===== src/rtl/broadcast_fork.sv =====
// Registered one-to-many stream fork: one word is held and offered to every
// lane, and the next word is taken only after each lane has consumed it once.
module broadcast_fork #(
  parameter int OUT_SIZE = 2,
  parameter int IN_WIDTH = 32
) (
  input  logic                clk,
  input  logic                rst,
  input  logic [IN_WIDTH-1:0] data_in,
  input  logic                data_in_valid,
  output logic                data_in_ready,
  output logic [IN_WIDTH-1:0] data_out [OUT_SIZE-1:0],
  output logic [OUT_SIZE-1:0] data_out_valid,
  input  logic [OUT_SIZE-1:0] data_out_ready
);

  logic [IN_WIDTH-1:0] data_q;
  logic                full_q;
  logic [OUT_SIZE-1:0] sent_q;

  logic [OUT_SIZE-1:0] take;
  logic                all_done;
  logic                acc;

  // Lane valids come straight from registers; only data_in_ready sees the
  // lane readies combinationally, so a new word can follow the last take.
  assign data_out_valid = {OUT_SIZE{full_q}} & ~sent_q;
  assign take           = data_out_valid & data_out_ready;
  assign all_done       = full_q & (&(sent_q | take));
  assign data_in_ready  = ~full_q | all_done;
  assign acc            = data_in_valid & data_in_ready;

  for (genvar i = 0; i < OUT_SIZE; i++) begin : g_lane
    assign data_out[i] = data_q;
  end

  always_ff @(posedge clk or negedge rst) begin
    if (!rst) begin
      data_q <= '0;
      full_q <= 1'b0;
      sent_q <= '0;
    end else if (acc) begin
      data_q <= data_in;
      full_q <= 1'b1;
      sent_q <= '0;
    end else if (all_done) begin
      full_q <= 1'b0;
      sent_q <= '0;
    end else begin
      sent_q <= sent_q | take;
    end
  end

endmodule


===== config.mk =====
export PLATFORM = sky130hd
export DESIGN_NAME = broadcast_fork
export DESIGN_NICKNAME = d
export VERILOG_FILES = /design/src/rtl/broadcast_fork.sv
export SDC_FILE = /design/constraint.sdc
export NUM_CORES = 1
export LEC_CHECK = 0
export CORE_MARGIN = 3
export CORE_UTILIZATION = 32
export DETAILED_ROUTE_END_ITERATION = 16
export HOLD_SLACK_MARGIN = 0.1
export PLACE_DENSITY = 0.81
export SYNTH_ARGS = -nofsm -noshare
export SYNTH_HDL_FRONTEND = slang
export SYNTH_SLANG_ARGS = --single-unit

===== constraint.sdc =====
create_clock -name clk -period 1.35 [get_ports clk]
set_input_delay 0.27 -clock clk [delete_from_list [all_inputs] [get_ports clk]]
set_output_delay 0.27 -clock clk [all_outputs]
set_load 0.02 [all_outputs]

After elaboration in Yosys (flattened, before gate mapping)
Cells that the tools add are included.
Cells by class
  add/subtract/negate cells: 0
  $mul: 0
  divide/modulo/power cells: 0
  $lt $le $gt $ge: 0
  equal/unequal tests: 0
  shift operators: 0
  muxes and demuxes: 4
  bitwise gates (word level): 8
  reductions and logical operators: 2
Operators by type and width (count)
  bitwise AND 2 bit: 2
  two-way mux 2 bit: 2
  bitwise AND 1 bit: 2
  two-way mux 1 bit: 2
  NOT 2 bit: 1
  OR 2 bit: 1
  AND reduction 2 bit: 1
  nonzero test 2 bit: 1
  NOT 1 bit: 1
  OR 1 bit: 1
Storage, ports and cells
  bits in registers: 35
  bits in latches: 0
  RAM bits: 0
  bits in read-only memories: 0
  input port bits: 37
  output and inout port bits: 67
  memories kept: 0

Longest topological paths before layout
Gate-level depths: netlist (run 1).
  depth after elaboration: 9
  mapped depth: 4

Worst setup path before layout (run 1)
Ideal clock, no wire load.
  kind: reg2reg
  start point: register sent_q[0]
  end point: register data_q[10]
  setup time: 125 ps
  arrival time: 1201 ps
  path slack: 24 ps
  stages on the path, launching flop included: 5
  clock period less this slack: 1326 ps
  cells stage by stage: dfrtp_1 o22ai_2 a21oi_4 buf_6 mux2_2
Between the ends
  longest elaborated chain between the ends: 8
Ends and longest elaborated chain
  start, declared: RTL line 19  | logic [OUT_SIZE-1:0] sent_q;
  start signal, assigned: RTL line 50  | sent_q <= sent_q | take;
  NOT 2 bit: RTL line 27  | assign data_out_valid = {OUT_SIZE{full_q}} & ~sent_q;
  bitwise AND 2 bit: RTL line 27
  bitwise AND 2 bit: RTL line 28  | assign take = data_out_valid & data_out_ready;
  OR 2 bit *: RTL line 29  | assign all_done = full_q & (&(sent_q | take));
  AND reduction 2 bit *: RTL line 29
  bitwise AND 1 bit *: RTL line 29
  OR 1 bit *: RTL line 30  | assign data_in_ready = ~full_q | all_done;
  bitwise AND 1 bit *: RTL line 31  | assign acc = data_in_valid & data_in_ready;
  end signal, assigned: RTL line 43  | data_q <= data_in;
  end, declared: RTL line 17  | logic [IN_WIDTH-1:0] data_q;
Mark *: on every way between the ends. The rest lies on a longest branch, timed or not.
A chain may end at the register's enable or synchronous reset.

Worst setup path in the final report (run 1)
  start point: register sent_q[1]
  end point: register data_q[21]
The elaborated chain is that of the path after synthesis.

==> run metrics, run 1 <==
run status=finished with violations; failing checks=setup timing; CORE AREA=4750 um^2; fmax=674 MHz; DR vias=1,182; Top delay family on crit path=buffers and inverters; clock buffer depth=2; post-synth top area share=54.9%; # IOs=104; initial core utilization=33.5%; row count=25; CP Max Fanout=8; Worst setup SP type=flip-flop; Residual DRC=0; R2R cell count=6; router iterations before antenna repair=4; critical path's largest stage delay=0.36 ns; GRT Util Overall=13.8%; max_slew headroom=71.5%; CP cell instances=o22ai_2 > buf_4 > a21oi_4 > buf_12 > buf_16 > mux2_4; final setup margin=-0.133 ns; Tcrit/Tclk final=110%; CTS Buf Count=5; WL/cell=14.7 um; die area=5860 um^2; largest net degree at the start of global routing=19; #FFs+latches synth=35; Port Buffers=103; Syn Std Cell Area=1590 um^2; leakage power=1.34 nW; PD cells=1500 nW/um^2; Worst R2R Start=sent_q[1]; slowest cell on the critical path=dfrtp_1; Stages on worst setup path=6; Tmin final=1.48 ns; final hold violations=0; skew final=0.00534 ns; Critical path origin=sent_q[1]; Finish-stage setup viols=33; capturing point of the worst reg2reg path=data_q[21]; CP Class=flip-flop to flip-flop; syn_nets=153; Place WS=-0.539 ns; Non-Filler Instances=275; Worst setup endpoint=data_q[21]; Final Net Count=244; H-tree Lvls=2; Antenna diodes=0; die height=76.6 um; Syn Inst Count=116; vias in the first global route=1,267; Via density=4.30; wirelength, routed=4.06 mm; CTS clk-pin slew, worst paths=0.06 ns; actual slew at the worst max-slew pin=0.427 ns; max-slew violations=0; VDD IR max=786 uV; global route overflow=0; area grow syn2layout=74.3%; Worst Path Arrival=1.65 ns; Synth area leaders=dfrtp_1 (55%), mux2_2 (18%), buf_4 (15%); Fill cells=455; crit end category=flip-flop; Clock Sinks=35; Synth warnings=0; Final ANT Viol Nets=0; hpwl dp=2.82 mm; RSZ-0062 raised after global routing=yes; initial antenna violation count=0; cell taking the most area after synthesis=dfrtp_1; register area share after synthesis=54.9%; Synth cell types=14; Die X-Extent=76.6 um; placed cell count=258; Critical Path RT=1.51 ns; DRT iter0 DRCs=35; CTS Root Cell=clkbuf_8; buffers and inverters on the worst path=3; max_cap viols=0; Mean Syn Cell Area=13.7 um^2; TritonCTS clock tree=done; worst skew pair latency=0.28 ns; Placer Congestion=0.739; first-pass GRT wire length=6.40 mm; Tightest Hold Check Type=primary input to flip-flop; r2r setup slk=-0.13 ns; layout cells sized above 1=29.8%
[layout make-up]
class	instances	area, um^2	area share, %
clock buffers	7	76.3	2.75
clock inverters	1	5.00	0.180
inverters	2	7.51	0.270
multi-input cells	44	572	20.6
flip-flops and latches	35	876	31.5
well taps	67	83.8	3.02
repair buffers	119	1160	41.7
[Yosys cell counts, drive strengths merged]
cell type  number
nand3           1
nand2           3
o22ai           2
mux2           32
dfrtp          35
o41ai           1
inv             2
a21oi           1
buf            35
o21ai           1
nor2            3
[worst reg2reg max path: cells and delay by family, from the launching register on]
family	cells	cell delay [ns]
muxes	1	0.30
AOI/OAI and AO/OA	2	0.27
DFF	1	0.36
buffers and inverters	3	0.44
[routing by layer]
layer  wire length, um  global-route usage, %  vias to the layer above
met2              2220                   24.4                       51
met5                 0                      0                        -
met3               237                   5.56                        4
met1              1570                   15.6                      583
li1                  -                      -                      544
met4                23                   2.72                        0
[what timing repair did]
action / 4_1_cts / 5_1_grt
hold buffers: 1 / 0
pin swaps: 3 / 3
setup endpoints to repair: 99 / 35
endpoints found under the hold margin: 17 / 0
gates cloned: 2 / 1
gates resized for setup: 111 / 13
setup buffers: 5 / 2
[where the power goes]
part,switching [W],leakage (nW),internal (W)
sequential,0.000174,0.410,0.00129
clock,0.000355,0.0422,0.000362
combinational,0.00101,0.888,0.000990
[logic make-up after synthesis]
group	Yosys count	share of synthesized area, %
multiplexers	32	22.6
AND/OR/NAND/NOR	7	1.73
buffers and inverters	37	17.7
flip-flops	35	54.9
AO/OA/AOI/OAI	5	3.06
[through the flow]
stage | total power (W) | hold slack [ns] | util [%] | instance area [um^2] | setup TNS [ns]
floorplan | 0.00271 | -0.0256 | - | 1590 | 0
global placement | 0.00352 | 0.237 | 53.0 | 2520 | -13.79
detailed placement | 0.00357 | 0.237 | 53.0 | 2520 | -14.24
CTS | 0.00418 | 0.433 | 57.3 | 2720 | -3.36
global route | 0.00440 | 0.448 | 58.4 | 2780 | -5.16
finish | 0.00418 | 0.447 | 58.4 | 2780 | -3.12
[sequential cells by signal, summed over array words and instances (netlist names)]
register	cells
data_q	32
full_q	1
sent_q	2
[worst min-delay path by stage]
| stage | from | endpoint | slack [ns] | cells past startpoint |
|---|---|---|---|---|
| final | data_out_ready[0] | sent_q[1] | 0.45 | 3 |
| after global placement | rst | data_q[12] | 0.24 | 1 |
| after global routing | data_out_ready[0] | sent_q[1] | 0.45 | 3 |
| after floorplan | rst | data_q[0] | -0.03 | 0 |
| after CTS | data_out_ready[0] | sent_q[1] | 0.43 | 3 |
| after detailed placement | rst | data_q[12] | 0.24 | 1 |
[placed cells by master, fill, tap and decap left out, types with 2 or more instances in the layout]
master and n:
buf_6 3, buf_4 9, nand2_1 2, clkbuf_1 2, nor2_1 2, mux2_4 32
dfrtp_1 35, clkdlybuf4s50_1 33, buf_12 4, clkbuf_8 5, dlygate4sd2_1 65
(Power assumes the default switching activity.)
==> inputs of run 2 (changes only) <==
--- a/config.mk
+++ b/config.mk
@@ -8,6 +8,7 @@
 export CORE_MARGIN = 3
 export CORE_UTILIZATION = 32
 export DETAILED_ROUTE_END_ITERATION = 16
+export GPL_ROUTABILITY_DRIVEN = 1
 export HOLD_SLACK_MARGIN = 0.1
 export PLACE_DENSITY = 0.81
 export SYNTH_ARGS = -nofsm -noshare
==> results of run 2 <==
Final layout, timing and power as in run 1 (identical DEF).
